### src/rtl/muxn_stream.sv
// N-channel registered stream mux with valid/ready on every port; select or round-robin channel choice.
// Round-robin arbitration and its pointer are built only when MUXN_STREAM_RR_EN is defined.

module muxn_stream_lane #(
  parameter int IDX = 0,
  parameter int SW  = 2
) (
  input  logic          grant,
  input  logic [SW-1:0] cand,
  output logic          ready
);
  assign ready = grant && (cand == SW'(IDX));
endmodule

module muxn_stream #(
  parameter int N = 4,
  parameter int W = 8,
  localparam int SW = $clog2(N)
) (
  input  logic           clk,
  input  logic           reset,
  input  logic [N-1:0]   in_valid,
  input  logic [N*W-1:0] in_data,
  output logic [N-1:0]   in_ready,
  input  logic [SW-1:0]  sel,
  input  logic           rr_mode,
  output logic           out_valid,
  input  logic           out_ready,
  output logic [W-1:0]   out_data,
  output logic [SW-1:0]  out_src
);

  logic [N-1:0][W-1:0] data_a;
  logic                load;
  logic                grant;
  logic                cand_vld;
  logic [SW-1:0]       cand;

  assign load  = !out_valid || out_ready;
  assign grant = load && cand_vld && !reset;

  for (genvar i = 0; i < N; i++) begin : g_lane
    assign data_a[i] = in_data[i*W +: W];
    muxn_stream_lane #(.IDX(i), .SW(SW)) u_lane (
      .grant (grant),
      .cand  (cand),
      .ready (in_ready[i])
    );
  end

`ifdef MUXN_STREAM_RR_EN
  logic [SW-1:0] ptr;
  int            rr_j;

  always_comb begin
    cand_vld = 1'b0;
    cand     = '0;
    rr_j     = 0;
    if (rr_mode) begin
      // Scan from the far end back towards ptr so the nearest requester wins.
      for (int k = N-1; k >= 0; k--) begin
        rr_j = int'(ptr) + k;
        if (rr_j >= N) rr_j = rr_j - N;
        if (in_valid[rr_j]) begin
          cand_vld = 1'b1;
          cand     = SW'(rr_j);
        end
      end
    end else if (int'(sel) < N && in_valid[sel]) begin
      cand_vld = 1'b1;
      cand     = sel;
    end
  end

  always_ff @(posedge clk) begin
    if (reset) ptr <= '0;
    else if (grant && rr_mode) ptr <= (int'(cand) == N-1) ? '0 : cand + SW'(1);
  end
`else
  logic unused_rr_mode;
  assign unused_rr_mode = rr_mode;

  always_comb begin
    cand_vld = 1'b0;
    cand     = '0;
    if (int'(sel) < N && in_valid[sel]) begin
      cand_vld = 1'b1;
      cand     = sel;
    end
  end
`endif

  always_ff @(posedge clk) begin
    if (reset) begin
      out_valid <= 1'b0;
      out_data  <= '0;
      out_src   <= '0;
    end else if (load) begin
      // Without a candidate the held word is consumed but data/src keep their last values.
      out_valid <= cand_vld;
      if (cand_vld) begin
        out_data <= data_a[cand];
        out_src  <= cand;
      end
    end
  end

endmodule

### config.mk
export PLATFORM = sky130hd
export DESIGN_NAME = muxn_stream
export DESIGN_NICKNAME = d
export VERILOG_FILES = /design/src/rtl/muxn_stream.sv
export SDC_FILE = /design/constraint.sdc
export NUM_CORES = 1
export LEC_CHECK = 0
export CAP_MARGIN = 10
export CELL_PAD_IN_SITES_DETAIL_PLACEMENT = 0
export CELL_PAD_IN_SITES_GLOBAL_PLACEMENT = 1
export CORE_MARGIN = 4
export CORE_UTILIZATION = 26
export CTS_BUF_LIST = sky130_fd_sc_hd__clkbuf_8
export DETAILED_ROUTE_END_ITERATION = 10
export GPL_ROUTABILITY_DRIVEN = 0
export GPL_TIMING_DRIVEN = 0
export PLACE_DENSITY_LB_ADDON = 0.1
export SYNTH_ARGS = -nofsm -noshare
export SYNTH_HDL_FRONTEND = slang
export SYNTH_SLANG_ARGS = --single-unit
### constraint.sdc
create_clock -name clk -period 3 [get_ports clk]
set_input_delay 0.3 -clock clk [delete_from_list [all_inputs] [get_ports clk]]
set_output_delay 0.3 -clock clk [all_outputs]
set_load 0.01 [all_outputs]
==> results summary <==
The residual antenna-violating net count after detailed routing is 0. The largest individual stage delay along the critical path comes from the cell clkdlybuf4s50_1. The total negative slack for setup checks is 0 ps. The detailed router finished its first iteration with 31 violations. The root buffer cell chosen for the clock tree is clkbuf_8. The library cells used most frequently in the layout, excluding fill and tap cells, are clkdlybuf4s50_1 (54), dfxtp_1 (11), nor2_2 (8), a211oi_2 (8), a21oi_1 (8). The via-per-instance ratio came out at between 5 and 6. The die height is 63.7 um. The cell accounting for the most synthesized area is dfxtp_1.

The transition time of the tightest slew-check pin came out at 686 ps. The worst setup path is launched from a primary input. The routed length per instance is 16.4 um. The highest attainable clock frequency is 381 MHz. The post-placement cell area is 1390 um2.

The cell area after technology mapping came out at 806 um2. The global-route total usage across every layer came out at 14.6%. The proportion of netlist area held by the largest area contributor is 27.3%. The clock net in this run drives a total of 11 sinks. The critical path contains buffers and inverters numbering 5 combined.

The overall power after layout came out at 0.521 mW. The maximum net fanout on the critical path is 10. The number of H-tree branching levels came out at 1. Hold repair after CTS inserted 0 buffers. At the later pin of the worst-skew pair, clock insertion delay measures 240 ps. Setup repair after global routing left no endpoint under its margin.

Among the stages of the critical path, the cell type that occurs most often is clkdlybuf4s50_1. The family with the most delay on the worst path is buffers and inverters. The detailed router placed roughly 880 vias in this run. The number of nets produced by synthesis came out at 129. Synthesis inferred 11 register bits. The number of antenna diodes in the final layout is 0. The floorplan has 19 rows.

Synthesis produced 87 cells. The core region area is 2850 um2. Traced cell by cell, the critical path runs through clkdlybuf4s50_1 -> clkbuf_1 -> inv_2 -> nor3b_1 -> buf_4 -> clkdlybuf4s50_1. The number of global-route vias before repair came out at 944.

The finished cells cover 1430 um2. Input and output buffers added on the ports amount to between 50 and 60. The layout cell share with drive strength beyond 1 is about a fifth. The class of the tightest hold or removal check is in2reg.

The minimum setup slack in the final design is 377 ps. After clock tree synthesis, the setup repair step added 0 buffers. The pre-CTS setup slack came out at 350 ps. The mean post-synth cell area came out at slightly above 9 um2. The number of buffers between clock root and the deepest sink came out at 2. The initial antenna violation count is 0. The run finished with clean final reports. In the post-synthesis netlist, the biggest area contributors are dfxtp_1 (27%), a211oi_2 (12%), a22o_1 (7.6%). The worst setup path is captured at a primary output. The share of the clock period used by the worst path is 87.4%. The HPWL after detailed placement is 2200 um. The count of max-cap constraint violations came out at 0. The total DRC errors in the routed layout is 0. The global-route wire length before repair is 4640 um. TritonCTS built the clock tree. The routed design has 2890 um of wire.

The cell area power density is 365 nW/um2. The leakage power came out at about 0.52 nW. The pin count of the biggest net entering global routing came out at 11. Pin placement for this block handled 57 I/O pins.

The final count of pins violating max slew is 0. The data arrival at the endpoint of the critical path is around 2300 ps. Before antenna repair, the detailed router went through 4 iterations. The worst stage delay on the critical path came out at just under 600 ps. Across the VDD grid, the largest voltage drop is 0.000390 V.

After clock tree synthesis, the clock-pin slew on the worst setup and hold paths is 50 ps. The critical path is of the in2out type. The starting density of the core came out at roughly 28%.

The portion of the post-synthesis area used by sequential elements came out at 27.3%. The relative slew slack came out at about 54%. The final layout contains 188 nets. The clock skew came out at a little over 9 ps. Relative to the synthesized area, the layout overhead comes to 77.5%.

The library cell used most frequently in the layout, excluding fill and tap cells, is clkdlybuf4s50_1. The total setup violations reported at the end of the flow is 0. For the worst setup path, the data required time is approximately 2700 ps. Clock tree synthesis inserted a total of 3 buffers.

The overall overflow remaining after global route is 0. The post-synthesis cell type count came out at 30. Measured along the x axis, the die boundary spans approximately 64 um. The number of warning messages in the yosys log came out at 0. The total count of hold-check failures in the final report came out at 0. The post-cts repair resize count came out at 0. The smallest clock period supported by the final layout is computed as 2620 ps. The area enclosed by the die boundary is 4050 um2.
-- cells by family after synthesis --
| logic type | share of synthesized area (%) |
|---|---|
| buffers and inverters | 9.47 |
| AND/OR/NAND/NOR | 18.3 |
| multiplexers | 7.30 |
| flip-flops | 27.3 |
| AO/OA/AOI/OAI | 37.6 |
-- through the flow --
stage                     instances  hold WS, ps  utilization (%)
final                           176          468             50.1
after global routing            176          517             50.1
after CTS                       176          460             50.1
after detailed placement        172          484             48.6
after global placement          172          478             48.6
after floorplan                  87          365                -
-- metal layers --
| layer | track usage (%) | part of all wire [%] | up-vias |
|---|---|---|---|
| met5 | 0 | 0 | - |
| met4 | 3.23 | 0.59 | 0 |
| met3 | 4.80 | 5.7 | 2 |
| met2 | 25.3 | 51 | 28 |
| met1 | 17.4 | 43 | 408 |
| li1 | - | - | 444 |
-- power by group --
part | total (mW) | switching, mW | internal, mW
registers | 0.172 | 0.0101 | 0.162
clock network | 0.148 | 0.0583 | 0.0899
logic | 0.201 | 0.0824 | 0.118
-- path summary, 6_finish.rpt --
path / cells after the start / slack, ps / end / startpoint
max: 6 / 380 / in_ready[1] / sel[0]
min: 3 / 470 / out_src[1] / sel[1]
max reg2reg: 4 / 1830 / out_data[3] / out_valid
min reg2reg: 2 / 500 / out_src[1] / out_src[1]
-- worst min-delay path, stage by stage --
cell and delay (ps):
buf_2 170, a32oi_1 110, nor2_1 80
-- cells in the mapped netlist --
cell / n
and2_0: 1
and3b_1: 1
a211oi_1: 1
a22oi_1: 7
nor2_1: 3
dfxtp_1: 11
mux2i_1: 1
and2_1: 2
clkbuf_1: 4
a21oi_2: 1
a221oi_1: 1
a32o_1: 1
nand2_1: 1
buf_2: 1
mux2_4: 1
nor4b_1: 1
mux4_2: 1
mux2_2: 1
nand2b_1: 2
buf_4: 4
inv_2: 1
o21ai_0: 1
a32oi_1: 1
nor3b_1: 2
buf_6: 2
a21oi_1: 8
nor2_2: 8
a22o_1: 7
nor2b_1: 3
a211oi_2: 8
-- registers in the layout (all words and copies together), names as in the netlist --
signal / flops
out_data: 8
out_src: 2
out_valid: 1
-- area by class of cell --
cell class | count | area [um2]
fill | 296 | 1420
timing repair buffer | 54 | 541
multi-input combinational | 64 | 509
sequential | 11 | 220
buffer | 11 | 72.6
clock buffer | 3 | 41.3
tap | 31 | 38.8
clock inverter | 1 | 3.75
inverter | 1 | 3.75
No activity file was read; power rests on OpenSTA's default activity.
